==> src/rtl/mic_add_pkg.sv <==
// Purpose: shared select encodings and A-mux constants for the microsequencer add slice.
// Latency: n/a (definitions only).
// Backpressure: n/a.
package mic_add_pkg;

    // A-mux select; any code with the top bit set routes the W-bus.
    localparam logic [2:0] ASRC_ZERO     = 3'b000;
    localparam logic [2:0] ASRC_ONE      = 3'b001;
    localparam logic [2:0] ASRC_TWO      = 3'b010;
    localparam logic [2:0] ASRC_FOUR     = 3'b011;
    localparam int         ASRC_WBUS_BIT = 2;

    // A-mux constant values (forced to zero in I-decode mode).
    localparam logic [2:0] ACONST_ZERO = 3'd0;
    localparam logic [2:0] ACONST_ONE  = 3'd1;
    localparam logic [2:0] ACONST_TWO  = 3'd2;
    localparam logic [2:0] ACONST_FOUR = 3'd4;

    // B-mux select.
    localparam logic [1:0] BSRC_ZERO    = 2'b00;
    localparam logic [1:0] BSRC_PC      = 2'b01;
    localparam logic [1:0] BSRC_VA_SAVE = 2'b10;
    localparam logic [1:0] BSRC_VA      = 2'b11;

    // MA-mux select.
    localparam logic [1:0] MASEL_INC = 2'b00;
    localparam logic [1:0] MASEL_TOP = 2'b01;
    localparam logic [1:0] MASEL_PC  = 2'b10;
    localparam logic [1:0] MASEL_VA  = 2'b11;

    // Constant driven onto the A operand for the non-W-bus select codes.
    function automatic logic [2:0] a_const(input logic [2:0] sel, input logic id_mode);
        logic [2:0] v;
        case (sel)
            ASRC_ONE:  v = ACONST_ONE;
            ASRC_TWO:  v = ACONST_TWO;
            ASRC_FOUR: v = ACONST_FOUR;
            default:   v = ACONST_ZERO;
        endcase
        return id_mode ? ACONST_ZERO : v;
    endfunction

endpackage

==> src/rtl/mic_add_bkp_stack.sv <==
// Purpose: PC backup store; BKP_DEPTH-entry LIFO with MIC_ADD_BKP_STACK_EN, else one register.
// Latency: push/pop take effect on the next rising edge; top/empty/take are combinational.
// Backpressure: none; overflow drops the oldest entry, underflow is ignored, both flag err.
module mic_add_bkp_stack
    import mic_add_pkg::*;
#(
    parameter int WIDTH     = 16,
    parameter int BKP_DEPTH = 4
) (
    input  logic             clk,
    input  logic             reset,
    input  logic             push,
    input  logic             pop,
    input  logic [WIDTH-1:0] pc,
    output logic [WIDTH-1:0] top,
    output logic             empty,
    output logic             err,
    output logic             take
);

    if (BKP_DEPTH < 2 || BKP_DEPTH > 8) begin : g_bad_depth
        $error("mic_add_bkp_stack: BKP_DEPTH must be 2..8");
    end

    // A pop only hands a value to the PC when there is something to hand over.
    assign take = pop & ~empty;

`ifdef MIC_ADD_BKP_STACK_EN

    localparam int CW = $clog2(BKP_DEPTH + 1);

    // entry[0] is the top of stack; pushes shift toward the bottom so the
    // oldest entry falls off the end on overflow.
    logic [WIDTH-1:0] entry [BKP_DEPTH];
    logic [CW-1:0]    depth;
    logic             full;

    assign empty = (depth == '0);
    assign full  = (depth == CW'(BKP_DEPTH));
    assign top   = empty ? '0 : entry[0];

    // Stack contents, depth and sticky error.
    always_ff @(posedge clk) begin
        if (reset) begin
            depth <= '0;
            err   <= 1'b0;
            for (int i = 0; i < BKP_DEPTH; i++) begin
                entry[i] <= '0;
            end
        end else if (push && pop && !empty) begin
            // Swap: old top goes to the PC, old PC replaces the top.
            entry[0] <= pc;
        end else if (push) begin
            entry[0] <= pc;
            for (int i = 1; i < BKP_DEPTH; i++) begin
                entry[i] <= entry[i-1];
            end
            if (full) begin
                err <= 1'b1;
            end else begin
                depth <= depth + 1'b1;
            end
        end else if (pop) begin
            if (empty) begin
                err <= 1'b1;
            end else begin
                for (int i = 0; i < BKP_DEPTH - 1; i++) begin
                    entry[i] <= entry[i+1];
                end
                entry[BKP_DEPTH-1] <= '0;
                depth <= depth - 1'b1;
            end
        end
    end

`else

    // Single backup register: empty only until the first push, never errors.
    logic [WIDTH-1:0] saved;
    logic             valid;

    assign empty = ~valid;
    assign top   = saved;
    assign err   = 1'b0;

    // Push overwrites; a pop leaves the saved value in place.
    always_ff @(posedge clk) begin
        if (reset) begin
            saved <= '0;
            valid <= 1'b0;
        end else if (push) begin
            saved <= pc;
            valid <= 1'b1;
        end
    end

`endif

endmodule

==> src/rtl/mic_add_slice.sv <==
// Purpose: microsequencer address slice (A/B adder, VA/PC regs, PC incrementer, backup, MA reg); MIC_ADD_BKP_STACK_EN selects LIFO backup.
// Latency: VA/PC update on the edge; MA loads one edge after the latch request edge; flags combinational.
// Backpressure: none; every control input is acted on at each rising edge.
module mic_add_slice
    import mic_add_pkg::*;
#(
    parameter int WIDTH     = 16,
    parameter int BKP_DEPTH = 4,
    parameter int PAGE_BITS = 9
) (
    input  logic             b_clk_l,
    input  logic             reset_h,
    input  logic [WIDTH-1:0] wbus_h,
    input  logic             aci_l,
    input  logic [2:0]       asrc_sel_h,
    input  logic [1:0]       bsrc_sel_h,
    input  logic [1:0]       ma_select_h,
    input  logic             ena_va_l,
    input  logic             ena_va_save_l,
    input  logic             ena_pc_l,
    input  logic             push_bkp_l,
    input  logic             pop_bkp_l,
    input  logic             latch_ma_l,
    input  logic             force_ma_h,
    input  logic             comp_h,
    input  logic             id_h,
    input  logic             ici_l,
    output logic             ico_l,
    output logic             pgb_h,
    output logic [WIDTH-1:0] pc_h,
    output logic [WIDTH-1:0] va_h,
    output logic [WIDTH-1:0] ma_h,
    output logic             cp_h,
    output logic             cg_h,
    output logic             bkp_empty_h,
    output logic             bkp_err_h
);

    if (WIDTH < 8 || WIDTH > 32 || (WIDTH % 8) != 0) begin : g_bad_width
        $error("mic_add_slice: WIDTH must be a multiple of 8 in 8..32");
    end
    if (PAGE_BITS < 4 || PAGE_BITS > WIDTH) begin : g_bad_page
        $error("mic_add_slice: PAGE_BITS must be 4..WIDTH");
    end

    logic [WIDTH-1:0] va;
    logic [WIDTH-1:0] va_save;
    logic [WIDTH-1:0] pc;
    logic [WIDTH-1:0] ma_reg;
    logic             lma;

    logic [WIDTH-1:0] a_opnd;
    logic [WIDTH-1:0] b_opnd;
    logic [WIDTH:0]   sum;
    logic [WIDTH:0]   inc_step;
    logic [WIDTH:0]   inc;
    logic [WIDTH-1:0] ma_mux;

    logic [WIDTH-1:0] stk_top;
    logic             stk_take;

    // A operand: W-bus or a small constant.
    always_comb begin
        a_opnd = '0;
        if (asrc_sel_h[ASRC_WBUS_BIT]) begin
            a_opnd = wbus_h;
        end else begin
            a_opnd = {{(WIDTH-3){1'b0}}, a_const(asrc_sel_h, id_h)};
        end
    end

    // B operand: zero or one of the address registers.
    always_comb begin
        b_opnd = '0;
        case (bsrc_sel_h)
            BSRC_PC:      b_opnd = pc;
            BSRC_VA_SAVE: b_opnd = va_save;
            BSRC_VA:      b_opnd = va;
            default:      b_opnd = '0;
        endcase
    end

    // Adder keeps its carry-out so cg can flag both overflow and all-ones.
    assign sum  = {1'b0, a_opnd} + {1'b0, b_opnd} + {{WIDTH{1'b0}}, ~aci_l};
    assign cp_h = |(a_opnd & b_opnd);
    assign cg_h = sum[WIDTH] | (&sum[WIDTH-1:0]);

    // Incrementer step: +4 outside I-decode mode plus the active-low carry-in.
    always_comb begin
        inc_step    = '0;
        inc_step[2] = ~id_h;
        inc_step[0] = ~ici_l;
    end

    assign inc   = {1'b0, pc} + inc_step;
    assign ico_l = ~inc[WIDTH];

    // Page boundary: low bit in I-decode mode, otherwise last word of the page.
    assign pgb_h = id_h ? va[0] : (&va[PAGE_BITS-1:3]);

    mic_add_bkp_stack #(
        .WIDTH     (WIDTH),
        .BKP_DEPTH (BKP_DEPTH)
    ) u_bkp (
        .clk   (b_clk_l),
        .reset (reset_h),
        .push  (~push_bkp_l),
        .pop   (~pop_bkp_l),
        .pc    (pc),
        .top   (stk_top),
        .empty (bkp_empty_h),
        .err   (bkp_err_h),
        .take  (stk_take)
    );

    // VA, VA-save and PC registers; a stack pop wins over the VA-save load.
    always_ff @(posedge b_clk_l) begin
        if (reset_h) begin
            va      <= '0;
            va_save <= '0;
            pc      <= '0;
        end else begin
            if (!ena_va_l) begin
                va <= sum[WIDTH-1:0];
            end
            if (!ena_va_save_l) begin
                va_save <= sum[WIDTH-1:0];
            end
            if (stk_take) begin
                pc <= stk_top;
            end else if (!ena_pc_l) begin
                pc <= va_save;
            end
        end
    end

    // MA source select; comp forces a zero address.
    always_comb begin
        ma_mux = '0;
        if (!comp_h) begin
            case (ma_select_h)
                MASEL_INC: ma_mux = inc[WIDTH-1:0];
                MASEL_TOP: ma_mux = stk_top;
                MASEL_PC:  ma_mux = pc;
                default:   ma_mux = va;
            endcase
        end
    end

    // Latch request is registered, so the MA register loads one edge later.
    always_ff @(posedge b_clk_l) begin
        if (reset_h) begin
            lma    <= 1'b0;
            ma_reg <= '0;
        end else begin
            lma <= ~latch_ma_l;
            if (lma) begin
                ma_reg <= ma_mux;
            end
        end
    end

    assign ma_h = ma_reg | {{(WIDTH-2){1'b0}}, force_ma_h, 1'b0};
    assign pc_h = pc;
    assign va_h = va;

endmodule

==> config.mk <==
export PLATFORM = sky130hd
export DESIGN_NAME = mic_add_slice
export DESIGN_NICKNAME = d
export VERILOG_FILES = /design/src/rtl/mic_add_pkg.sv /design/src/rtl/mic_add_bkp_stack.sv /design/src/rtl/mic_add_slice.sv
export SDC_FILE = /design/constraint.sdc
export NUM_CORES = 1
export LEC_CHECK = 0
export BUFFER_PORTS_ARGS = -buffer_cell sky130_fd_sc_hd__clkbuf_2
export CAP_MARGIN = 0
export CORE_UTILIZATION = 60
export CTS_BUF_LIST = sky130_fd_sc_hd__clkbuf_4
export DETAILED_ROUTE_END_ITERATION = 12
export PLACE_DENSITY = 0.85
export SYNTH_ARGS = -nofsm -noshare
export SYNTH_HDL_FRONTEND = slang
export SYNTH_HIERARCHICAL = 1
export SYNTH_SLANG_ARGS = --single-unit
==> constraint.sdc <==
create_clock -name b_clk_l -period 11.15 [get_ports b_clk_l]
set_clock_uncertainty 0.1 [all_clocks]
set_input_delay 1.6725 -clock b_clk_l [delete_from_list [all_inputs] [get_ports b_clk_l]]
set_output_delay 1.6725 -clock b_clk_l [all_outputs]
set_load 0.02 [all_outputs]
==> results of run 1 <==
==> worst register-to-register path, stage by stage (launching register included) <==
cell      delay [ns]
dfxtp_1         0.39
mux2_2          0.28
a22o_1          0.22
fa_1            0.45
fa_1            0.44
a211oi_1        0.34
o21ai_1         0.18
a31oi_1         0.29
o31ai_1         0.17
xor2_1          0.25
nand2_1         0.11
a21oi_1         0.15
==> layout make-up <==
type | instances | area share, %
clock buffers | 10 | 1.32
flip-flops and latches | 82 | 28.9
clock inverters | 6 | 1.43
multi-input cells | 485 | 57.3
inverters | 13 | 0.860
well taps | 105 | 2.31
repair buffers | 89 | 7.89
==> cell usage in the layout, fill, tap and decap left out, types with 10 or more instances in the layout <==
cell / netlist / routed
nor3_1: 13 / 13
xor2_1: 13 / 13
and2_1: 17 / 17
dfxtp_1: 82 / 82
clkbuf_2: 0 / 88
mux2i_1: 58 / 58
inv_1: 13 / 13
clkbuf_4: 0 / 10
ha_1: 19 / 19
a21oi_1: 60 / 60
nor2_1: 111 / 111
o211ai_1: 10 / 10
mux2_2: 15 / 15
o21ai_0: 11 / 11
nand2b_1: 11 / 11
a22o_1: 16 / 16
nor2b_1: 11 / 11
nand2_1: 31 / 31
==> cell families after synthesis <==
kind of cell | share of synthesized area [%]
DFF | 31.3
other | 0.0716
xor gates and xnor gates | 3.68
and+or+nand+nor | 20.7
adders and majority gates | 5.30
muxes | 15.6
buffers and inverters | 6.62
AOI/OAI and AO/OA | 16.7
==> power by group <==
| part | internal (mW) | leakage [nW] | switching (mW) |
|---|---|---|---|
| logic | 0.0530 | 1.95 | 0.0787 |
| registers | 0.305 | 0.667 | 0.0161 |
| clock network | 0.0921 | 0.0838 | 0.101 |
| total | 0.450 | 2.70 | 0.196 |
==> cells in the mapped netlist (all sizes together), types with 3 or more instances <==
cell | instances | share of area (%)
nor2 | 111 | 8.0
dfxtp | 82 | 31
a21oi | 60 | 5.7
mux2i | 58 | 11
nand2 | 31 | 2.2
clkbuf | 29 | 2.1
buf | 25 | 3.6
ha | 19 | 4.5
and2 | 17 | 2.0
a22o | 16 | 2.7
mux2 | 15 | 3.2
inv | 13 | 0.93
nor3 | 13 | 1.2
o21ai | 13 | 1.2
xor2 | 13 | 2.2
nand2b | 11 | 1.3
nor2b | 11 | 1.3
o211ai | 10 | 1.4
nand4 | 9 | 1.1
xnor2 | 9 | 1.5
a21o | 7 | 1.0
nand3 | 5 | 0.48
and3 | 4 | 0.50
nor3b | 4 | 0.57
nor4 | 4 | 0.48
o31ai | 4 | 0.57
or2 | 4 | 0.48
a211oi | 3 | 0.43
a31oi | 3 | 0.36
mux4 | 3 | 1.3
o21a | 3 | 0.43
==> metrics by stage <==
step                setup slack [ns]  hold WS (ns)
finish                          3.78         0.382
global route                    3.49         0.400
CTS                             3.86         0.386
detailed placement              3.87         0.368
global placement                3.92         0.354
floorplan                       4.16         0.346
==> how the worst min path moves through the flow <==
stage / start / end / slack (ns) / depth (start not counted)
after floorplan: ma_reg[12] / ma_reg[12] / 0.35 / 2
after global placement: ma_reg[15] / ma_reg[15] / 0.35 / 2
after detailed placement: ma_reg[6] / ma_reg[6] / 0.37 / 2
after CTS: ma_reg[5] / ma_reg[5] / 0.39 / 2
after global routing: ma_reg[12] / ma_reg[12] / 0.40 / 2
final: ma_reg[14] / ma_reg[14] / 0.38 / 2
==> layer usage <==
| layer | vias to the layer above | track usage (%) | routed length [um] |
|---|---|---|---|
| li1 | 2309 | - | - |
| met1 | 2202 | 40.1 | 5920 |
| met2 | 171 | 49.3 | 6190 |
| met3 | 22 | 4.39 | 684 |
| met4 | 0 | 10.1 | 253 |
| met5 | - | 0 | 0 |
==> load_flow_metrics.sql, run 1 <==
INSERT INTO impl_metrics (metric_group, metric, value, unit) VALUES
('placed_design', 'place.detailed.instances', '774', ''),
('setup_path', 'worstPathCellList', 'clkbuf_2, nor2b_1, a22o_1, fa_1, fa_1, a211oi_1, or3b_2, nand3_1, o2111ai_1, nor4_1, nand4_1, o21ai_1, clkbuf_2', ''),
('synthesis', 'synth.yosys.seq_area_share', '31.3', '%'),
('power_and_ir_drop', 'power.density_cell_area', '114', 'nW/um2'),
('setup_path', 'cp_data_required_time', '9.38', 'ns'),
('setup_path', 'worst-setup-path-type', 'in2out', ''),
('cells_and_area', 'layout_stage_area_growth_over_the_synthesis_result', '8.36', '%'),
('drt', 'postRouteAntennaNets', '0', ''),
('cells_and_area', 'final_layout_size_suffix_gt1_share', '19.3', '%'),
('drt', 'drt-initial-drc-count', '227', ''),
('setup_path', 'cp_data_arrival_time', '5.59', 'ns'),
('synthesis', 'number_of_enable_flip_flop_cells_after_synthesis', '0', ''),
('clocking', 'ctsHoldBuffers', '0', ''),
('clocking', 'cts_root_buffer', 'clkbuf_4', ''),
('cells_and_area', 'final.fill_count', '709', ''),
('timing', 'finalSetupViolations', '0', ''),
('min_path', 'hold_path_class', 'reg2reg', ''),
('die', 'die_y', '95.4', 'um'),
('synthesis', 'ys_seq_elements', '82', ''),
('global_route', 'grt_pass1_wl', '21300', 'um'),
('clocking', 'postCtsSetupBuffers', '0', ''),
('die', 'fp.dieW', '95.4', 'um'),
('drt', 'route.vias.total', '4704', ''),
('cells_and_area', 'finish.cell_count_without_fillers', '790', ''),
('clocking', 'clock_tree.buffer_depth', '2', ''),
('setup_path', 'timing.critical_path.from_type', 'primary input', ''),
('synthesis', 'postSynthAreaPerCell', '8.26', 'um2'),
('drt', 'drt_pass1_iterations', '5', ''),
('setup_path', 'ff2ff_path_depth', '11', ''),
('setup_path', 'crit_fanout', '18', ''),
('drt', 'drc', '0', ''),
('setup_path', 'crit_path_start', 'bsrc_sel_h[1]', ''),
('power_and_ir_drop', 'p_total', '646', 'uW'),
('die', 'total_number_of_placement_rows', '33', ''),
('global_route', 'vias_in_the_first_global_route', '4362', ''),
('drt', 'detail_route.vias_per_cell', '5.95', ''),
('placed_design', 'dp_hpwl', '9790', 'um'),
('setup_path', 'worst_path_largest_cell_delay', '0.97', 'ns'),
('setup_path', 'worst_path_dominant_cell_family', 'simple AND/OR/NAND/NOR gates', ''),
('cells_and_area', 'antenna_diode_count', '0', ''),
('timing', 'finalMaxSlewViolations', '0', ''),
('global_route', 'grt_overflow_total', '0', ''),
('clocking', 'clk_pin_slew', '0.12', 'ns'),
('clocking', 'cts-htree-levels', '3', ''),
('setup_path', 'worst_r2r_endpoint', 'va_h[14]', ''),
('placed_design', 'gp_congestion', '0.950', ''),
('cells_and_area', 'final_util', '68.0', '%'),
('global_route', 'number_of_antenna_violations_at_the_first_check_in_global_routing', '0', ''),
('global_route', 'grt_max_degree', '82', ''),
('setup_path', 'cp.buffers_inverters', '2', ''),
('cells_and_area', 'final_cell_area', '5680', 'um2'),
('drt', 'wirelength', '13000', 'um'),
('synthesis', 'mappedNetlistNets', '691', ''),
('setup_path', 'crit_path_end_kind', 'output pin', ''),
('setup_path', 'cp_num_cells', '13', ''),
('synthesis', 'yosysWarnings', '6', ''),
('flow_run', 'max_cap_violations', '0', ''),
('placed_design', 'placedInstanceArea', '5520', 'um2'),
('outcome', 'outcome', 'finished clean', ''),
('die', 'die_area', '9110', 'um2'),
('timing', 'timing_hold_violations_final', '0', ''),
('synthesis', 'ys_dominant_reg_cell', 'dfxtp_1', ''),
('timing', 'fin_setup_tns', '0', 'ns'),
('synthesis', 'synthArstFlopShare', '0', '%'),
('timing', 'max_slew.worst_pin.slew', '1.17', 'ns'),
('timing', 'post-route-period-util', '66.1', '%'),
('timing', 'period_minus_slack', '7.37', 'ns'),
('timing', 'rsz_0062_raised_after_global_routing', 'false', ''),
('power_and_ir_drop', 'leak_pwr', '2.70', 'nW'),
('clocking', 'clkLatencyLatePin', '0.44', 'ns'),
('drt', 'wire_per_inst', '16.5', 'um');
No activity file was read; power rests on OpenSTA's default activity.
==> run 2: changes to the inputs <==
--- a/config.mk
+++ b/config.mk
@@ -7,10 +7,10 @@
 export LEC_CHECK = 0
 export BUFFER_PORTS_ARGS = -buffer_cell sky130_fd_sc_hd__clkbuf_2
 export CAP_MARGIN = 0
-export CORE_UTILIZATION = 60
+export CORE_UTILIZATION = 53
 export CTS_BUF_LIST = sky130_fd_sc_hd__clkbuf_4
 export DETAILED_ROUTE_END_ITERATION = 12
-export PLACE_DENSITY = 0.85
+export PLACE_DENSITY = 0.79
 export SYNTH_ARGS = -nofsm -noshare
 export SYNTH_HDL_FRONTEND = slang
 export SYNTH_HIERARCHICAL = 1
==> constraint.sdc (replaced) <==
create_clock -name b_clk_l -period 6.2 [get_ports b_clk_l]
set_clock_uncertainty 0.1 [all_clocks]
set_input_delay 0.93 -clock b_clk_l [delete_from_list [all_inputs] [get_ports b_clk_l]]
set_output_delay 0.93 -clock b_clk_l [all_outputs]
set_load 0.02 [all_outputs]
==> run 2 against run 1 <==
Net effect: global-route usage decreased by 4.0 points; critical path depth unchanged; design area increased by 0.11%; critical path type unchanged; sequential power increased by 80%; core utilization decreased by 7.7 points; via count decreased by 2.5%; highest routed layer unchanged; largest cell class unchanged; combinational power increased by 78%; die area increased by 13%.
==> load_flow_metrics.sql, run 2 (same netlist as run 1, synthesis figures left out) <==
INSERT INTO impl_metrics (metric_group, metric, value, unit) VALUES
('power_and_ir_drop', 'leak_pwr', '2.69', 'nW'),
('drt', 'route.vias.total', '4586', ''),
('cells_and_area', 'final_cell_mix', '111 x nor2_1, 88 x clkbuf_2, 82 x dfxtp_1', ''),
('power_and_ir_drop', 'share_comb_of_total_power', '21.0', '%'),
('setup_path', 'worst_setup_path_endpoint', 'cg_h', ''),
('clocking', 'clk_pin_slew', '0.12', 'ns'),
('global_route', 'number_of_antenna_violations_at_the_first_check_in_global_routing', '0', ''),
('placed_design', 'place.detailed.instances', '798', ''),
('timing', 'max_slew.worst_pin.slew', '1.14', 'ns'),
('drt', 'detail_route.vias_per_cell', '5.63', ''),
('power_and_ir_drop', 'swShare', '31.4', '%'),
('placed_design', 'io_buffer_count', '88', ''),
('setup_path', 'worst_path_largest_cell_delay', '0.95', 'ns'),
('clocking', 'clock_tree.buffer_depth', '2', ''),
('clocking', 'cts_root_buffer', 'clkbuf_4', ''),
('global_route', 'grt_max_degree', '82', ''),
('die', 'total_core_area', '9420', 'um2'),
('power_and_ir_drop', 'ir_drop', '112', 'uV'),
('drt', 'wire_per_inst', '15.7', 'um'),
('setup_path', 'worstPathCellList', 'clkbuf_2, nor2b_1, a22o_1, fa_1, fa_1, a211oi_1, or3b_2, nand3_1, o2111ai_1, nor4_1, nand4_1, o21ai_1, clkbuf_2', ''),
('placed_design', 'dp_hpwl', '9690', 'um'),
('setup_path', 'crit_path_start', 'bsrc_sel_h[1]', ''),
('power_and_ir_drop', 'netSwitchingPower', '351', 'uW'),
('cells_and_area', 'layout.cells.most_common', 'nor2_1', ''),
('global_route', 'vias_in_the_first_global_route', '4365', ''),
('cells_and_area', 'nNetsFinal', '737', ''),
('cells_and_area', 'layout_stage_area_growth_over_the_synthesis_result', '8.48', '%'),
('setup_path', 'worst-setup-path-type', 'in2out', ''),
('timing', 'slew-limit-headroom', '24.1', '%'),
('clocking', 'cts-htree-levels', '3', ''),
('setup_path', 'crit_fanout', '18', ''),
('setup_path', 'slowest_stage', 'nor2b_1', ''),
('setup_path', 'cp.buffers_inverters', '2', ''),
('cells_and_area', 'final_layout_size_suffix_gt1_share', '19.3', '%'),
('timing', 'finalSetupViolations', '0', ''),
('power_and_ir_drop', 'cell_internal_pwr', '769', 'uW'),
('die', 'pin_count', '90', ''),
('cells_and_area', 'final_cell_area', '5680', 'um2'),
('global_route', 'grt_overflow_total', '0', ''),
('die', 'total_number_of_placement_rows', '35', ''),
('die', 'die_area', '10300', 'um2'),
('setup_path', 'cp_num_cells', '13', ''),
('global_route', 'grt_pass1_wl', '21100', 'um'),
('cells_and_area', 'antenna_diode_count', '0', ''),
('placed_design', 'placedInstanceArea', '5550', 'um2'),
('setup_path', 'timing.critical_path.from_type', 'primary input', ''),
('timing', 'period_minus_slack', '5.92', 'ns'),
('timing', 'rsz_0062_raised_after_global_routing', 'false', ''),
('power_and_ir_drop', 'p_clk_share', '27.4', '%'),
('timing', 'fmaxAchievable', '169', 'MHz'),
('power_and_ir_drop', 'seqPwrFrac', '51.6', '%'),
('timing', 'finalMaxSlewViolations', '0', ''),
('drt', 'drc', '0', ''),
('placed_design', 'gp_congestion', '0.909', ''),
('clocking', 'clkLatencyLatePin', '0.42', 'ns'),
('die', 'fp.dieW', '101', 'um'),
('clocking', 'cts_inserted_buffers', '9', ''),
('outcome', 'outcome', 'finished clean', ''),
('clocking', 'clock_tree_from_tritoncts', 'done', ''),
('die', 'die_y', '101', 'um'),
('global_route', 'groute.usage.overall', '26.0', '%'),
('min_path', 'hold_path_class', 'reg2reg', ''),
('power_and_ir_drop', 'p_total', '1.12', 'mW'),
('flow_run', 'max_cap_violations', '0', ''),
('timing', 'timing_hold_violations_final', '0', ''),
('clocking', 'cts_num_sinks', '82', ''),
('setup_path', 'rrSetupSlack', '2.77', 'ns'),
('setup_path', 'cp_data_arrival_time', '4.89', 'ns'),
('setup_path', 'worst_path_dominant_cell_family', 'simple AND/OR/NAND/NOR gates', ''),
('setup_path', 'crit_path_end_kind', 'output pin', ''),
('drt', 'drt_pass1_iterations', '5', ''),
('clocking', 'ctsHoldBuffers', '0', ''),
('setup_path', 'reg2reg_from', 'pc_h[0]', ''),
('drt', 'postRouteAntennaNets', '0', ''),
('setup_path', 'ff2ff_path_depth', '11', ''),
('clocking', 'cts_resized', '0', ''),
('drt', 'drt-initial-drc-count', '297', ''),
('cells_and_area', 'finish.cell_count_without_fillers', '814', ''),
('drt', 'wirelength', '12800', 'um'),
('power_and_ir_drop', 'power.density_cell_area', '197', 'nW/um2'),
('die', 'start_util', '55.6', '%'),
('timing', 'post-route-period-util', '95.4', '%'),
('timing', 'final.setup.worst_slack', '0.284', 'ns'),
('placed_design', 'detailedPlace.worstSlack', '0.422', 'ns'),
('setup_path', 'worst_r2r_endpoint', 'va_h[14]', ''),
('timing', 'fin_setup_tns', '0', 'ns'),
('setup_path', 'cp_data_required_time', '5.17', 'ns'),
('clocking', 'postCtsSetupBuffers', '0', '');
## run 2: cell types whose count changed in the layout (fill, tap and decap cells not counted), sizes merged
cell	before	now
bufinv	2	1
clkinv	3	5
clkinvlp	1	0
## run 2: worst min-delay path by stage
| stage | start | endpoint | slack, ns | cells past startpoint |
|---|---|---|---|---|
| final | ma_reg[6] | ma_reg[6] | 0.38 | 2 |
| after floorplan | ma_reg[12] | ma_reg[12] | 0.35 | 2 |
| after detailed placement | ma_reg[6] | ma_reg[6] | 0.36 | 2 |
| after CTS | ma_reg[6] | ma_reg[6] | 0.38 | 2 |
| after global routing | ma_reg[6] | ma_reg[6] | 0.40 | 2 |
| after global placement | ma_reg[13] | ma_reg[13] | 0.35 | 2 |
## run 2: cell type report
cell class	count	area, um2
fill	847	3730
clock inverter	6	57.6
tap	129	161
timing repair buffer	89	448
inverter	13	48.8
clock buffer	10	75.1
multi-input combinational	485	3250
sequential	82	1640
## run 2: routing by layer
layer	wire [um]	share of wire [%]	global-route usage, %
met2	5820	46	42.4
met3	754	5.9	4.35
met4	104	0.82	5.69
met5	0	0	0
met1	6080	48	36.0
## run 2: stage by stage
| step | hold slack (ns) | utilization (%) |
|---|---|---|
| after floorplan | 0.346 | - |
| after global placement | 0.355 | 58.9 |
| after detailed placement | 0.363 | 58.9 |
| after CTS | 0.381 | 60.3 |
| after global routing | 0.399 | 60.3 |
| final | 0.379 | 60.3 |
## run 2: worst register-to-register path, delay by kind of cell, from the launching register on
family,cells,cell delay (ns)
muxes,1,0.28
AOI/OAI and AO/OA,6,1.35
DFF,1,0.40
and+or+nand+nor,1,0.10
adders and majority gates,2,0.90
xor gates and xnor gates,1,0.24
## run 2: power by group through the flow
stage / Combinational [mW] / Clock [mW] / Sequential [mW]
finish: 0.235 / 0.307 / 0.578
CTS: 0.233 / 0.312 / 0.578
detailed placement: 0.232 / 0 / 0.589
global route: 0.261 / 0.336 / 0.581
global placement: 0.227 / 0 / 0.588
floorplan: 0.171 / 0 / 0.591
==> run 3: changes to the inputs <==
--- a/config.mk
+++ b/config.mk
@@ -5,13 +5,16 @@
 export SDC_FILE = /design/constraint.sdc
 export NUM_CORES = 1
 export LEC_CHECK = 0
+export ABC_CLOCK_PERIOD_IN_PS = 6200
 export BUFFER_PORTS_ARGS = -buffer_cell sky130_fd_sc_hd__clkbuf_2
 export CAP_MARGIN = 0
 export CORE_UTILIZATION = 53
 export CTS_BUF_LIST = sky130_fd_sc_hd__clkbuf_4
 export DETAILED_ROUTE_END_ITERATION = 12
 export PLACE_DENSITY = 0.79
+export REMOVE_ABC_BUFFERS = 1
 export SYNTH_ARGS = -nofsm -noshare
 export SYNTH_HDL_FRONTEND = slang
 export SYNTH_HIERARCHICAL = 1
 export SYNTH_SLANG_ARGS = --single-unit
+export TNS_END_PERCENT = 1
==> run 3 against run 2 <==
Net effect: total power shrank 4.6%; sequential power is essentially flat; design area shrank 0.48%; critical path type unchanged; count of clock-buffer cells in the layout is the same; combinational power is essentially flat; critical path depth is the same; via count grew 0.94%; core utilization shrank 0.29 points.
==> load_flow_metrics.sql, run 3 (same netlist as run 1, synthesis figures left out) <==
INSERT INTO impl_metrics (metric_group, metric, value, unit) VALUES
('timing', 'max_slew.worst_pin.slew', '1.06', 'ns'),
('timing', 'period_minus_slack', '5.59', 'ns'),
('clocking', 'clock_tree.buffer_depth', '2', ''),
('power_and_ir_drop', 'netSwitchingPower', '344', 'uW'),
('global_route', 'grt_pass1_wl', '20900', 'um'),
('cells_and_area', 'antenna_diode_count', '0', ''),
('timing', 'finalSetupViolations', '0', ''),
('timing', 'post-route-period-util', '90.2', '%'),
('power_and_ir_drop', 'ir_drop', '82.9', 'uV'),
('min_path', 'hold_path_class', 'reg2reg', ''),
('setup_path', 'worst-setup-path-type', 'in2out', ''),
('clocking', 'clock_tree_from_tritoncts', 'done', ''),
('flow_run', 'max_cap_violations', '0', ''),
('power_and_ir_drop', 'leak_pwr', '2.68', 'nW'),
('setup_path', 'cp_data_required_time', '5.17', 'ns'),
('global_route', 'grt_max_degree', '82', ''),
('outcome', 'outcome', 'finished clean', ''),
('placed_design', 'gp_congestion', '0.858', ''),
('power_and_ir_drop', 'p_clk_share', '24.0', '%'),
('drt', 'drt-initial-drc-count', '280', ''),
('global_route', 'groute.usage.overall', '25.7', '%'),
('timing', 'fin_setup_tns', '0', 'ns'),
('drt', 'drc', '0', ''),
('cells_and_area', 'layout.cells.most_common', 'nor2_1', ''),
('timing', 'fmaxAchievable', '179', 'MHz'),
('power_and_ir_drop', 'share_comb_of_total_power', '22.0', '%'),
('die', 'pin_count', '90', ''),
('clocking', 'cts_resized', '0', ''),
('clocking', 'cts_root_buffer', 'clkbuf_4', ''),
('power_and_ir_drop', 'power.density_cell_area', '189', 'nW/um2'),
('cells_and_area', 'final_layout_size_suffix_gt1_share', '19.1', '%'),
('cells_and_area', 'finish.cell_count_without_fillers', '814', ''),
('clocking', 'clkLatencyLatePin', '0.42', 'ns'),
('drt', 'wirelength', '12600', 'um'),
('drt', 'drt_pass1_iterations', '5', ''),
('placed_design', 'place.detailed.instances', '799', ''),
('global_route', 'use_met3', '3.04', '%'),
('setup_path', 'ff2ff_path_depth', '11', ''),
('global_route', 'grt_use_met2', '43.5', '%'),
('die', 'die_area', '10300', 'um2'),
('global_route', 'vias_in_the_first_global_route', '4425', ''),
('cells_and_area', 'layout_stage_area_growth_over_the_synthesis_result', '7.96', '%'),
('power_and_ir_drop', 'p_total', '1.07', 'mW'),
('cells_and_area', 'final_cell_mix', '111 x nor2_1, 88 x clkbuf_2, 82 x dfxtp_1', ''),
('min_path', 'whs_path_depth', '2', ''),
('drt', 'postRouteAntennaNets', '0', ''),
('global_route', 'gr-max-usage-layer', 'met2', ''),
('placed_design', 'io_buffer_count', '88', ''),
('power_and_ir_drop', 'seqPwrFrac', '54.0', '%'),
('global_route', 'gr-usage-met1', '33.8', '%'),
('clocking', 'ctsHoldBuffers', '0', ''),
('placed_design', 'detailedPlace.worstSlack', '0.656', 'ns'),
('drt', 'detail_route.vias_per_cell', '5.69', ''),
('timing', 'rsz_0062_raised_after_global_routing', 'false', ''),
('setup_path', 'crit_path_end_kind', 'output pin', ''),
('setup_path', 'cp_data_arrival_time', '4.56', 'ns'),
('power_and_ir_drop', 'swShare', '32.2', '%'),
('global_route', 'number_of_antenna_violations_at_the_first_check_in_global_routing', '0', ''),
('clocking', 'cts_num_sinks', '82', ''),
('placed_design', 'dp_hpwl', '9580', 'um'),
('clocking', 'clk_pin_slew', '0.12', 'ns'),
('die', 'total_number_of_placement_rows', '35', ''),
('setup_path', 'timing.critical_path.from_type', 'primary input', ''),
('clocking', 'postCtsSetupBuffers', '0', ''),
('cells_and_area', 'final.fill_count', '858', ''),
('power_and_ir_drop', 'cell_internal_pwr', '725', 'uW'),
('clocking', 'cts_inserted_buffers', '9', ''),
('die', 'die_y', '101', 'um'),
('cells_and_area', 'nNetsFinal', '738', ''),
('drt', 'wire_per_inst', '15.5', 'um'),
('timing', 'finalMaxSlewViolations', '0', ''),
('die', 'fp.dieW', '101', 'um'),
('drt', 'route.vias.total', '4629', ''),
('timing', 'final.setup.worst_slack', '0.609', 'ns'),
('timing', 'slew-limit-headroom', '29.5', '%'),
('die', 'start_util', '55.6', '%'),
('timing', 'fin_worst_hold_slack', '0.378', 'ns'),
('die', 'total_core_area', '9420', 'um2'),
('timing', 'timing_hold_violations_final', '0', ''),
('setup_path', 'crit_fanout', '18', ''),
('clocking', 'cts-htree-levels', '3', ''),
('global_route', 'grt_overflow_total', '0', '');
[run 3: per-layer routing]
layer  vias up  routed length, um
li1       2318                  -
met1      2151               5840
met2       140               5980
met3        20                598
met4         0                222
met5         -                  0
[run 3: final timing paths]
check	startpoint	to	slack, ns
hold reg to reg	ma_reg[4]	ma_reg[4]	0.38
hold / removal	ma_reg[4]	ma_reg[4]	0.38
setup / recovery	bsrc_sel_h[1]	cg_h	0.61
setup reg to reg	pc_h[0]	va_h[14]	2.78
[run 3: worst max-delay path, cell delays in order]
cell,delay [ns]
clkbuf_2,0.33
mux2_2,0.39
a22o_1,0.23
fa_1,0.46
fa_1,0.45
a211oi_1,0.36
o21ai_1,0.18
a31oi_1,0.28
nor3b_1,0.13
nor4_1,0.31
nand4_1,0.14
o21ai_1,0.18
clkbuf_2,0.19
[run 3: area by class of cell]
class                      instances  area, um2  area share [%]
multi-input combinational        485       3250            57.5
sequential                        82       1640            29.0
timing repair buffer              90        455            8.05
tap                              129        161            2.85
clock buffer                      10       75.1            1.33
inverter                          13       48.8           0.863
clock inverter                     5       22.5           0.398
[run 3: metrics by stage]
stage	instance area [um2]	utilization [%]
final	5650	60.1
after global routing	5650	60.1
after global placement	5560	59.0
after detailed placement	5560	59.0
after CTS	5650	60.1
after floorplan	4940	-
[run 3: power groups by stage]
stage / registers [mW] / logic (mW) / clock network, mW
3_3_place_gp: 0.587 / 0.227 / 0
2_1_floorplan: 0.593 / 0.139 / 0
5_1_grt: 0.580 / 0.261 / 0.281
6_report: 0.577 / 0.236 / 0.256
3_5_place_dp: 0.588 / 0.233 / 0
4_1_cts: 0.576 / 0.235 / 0.257
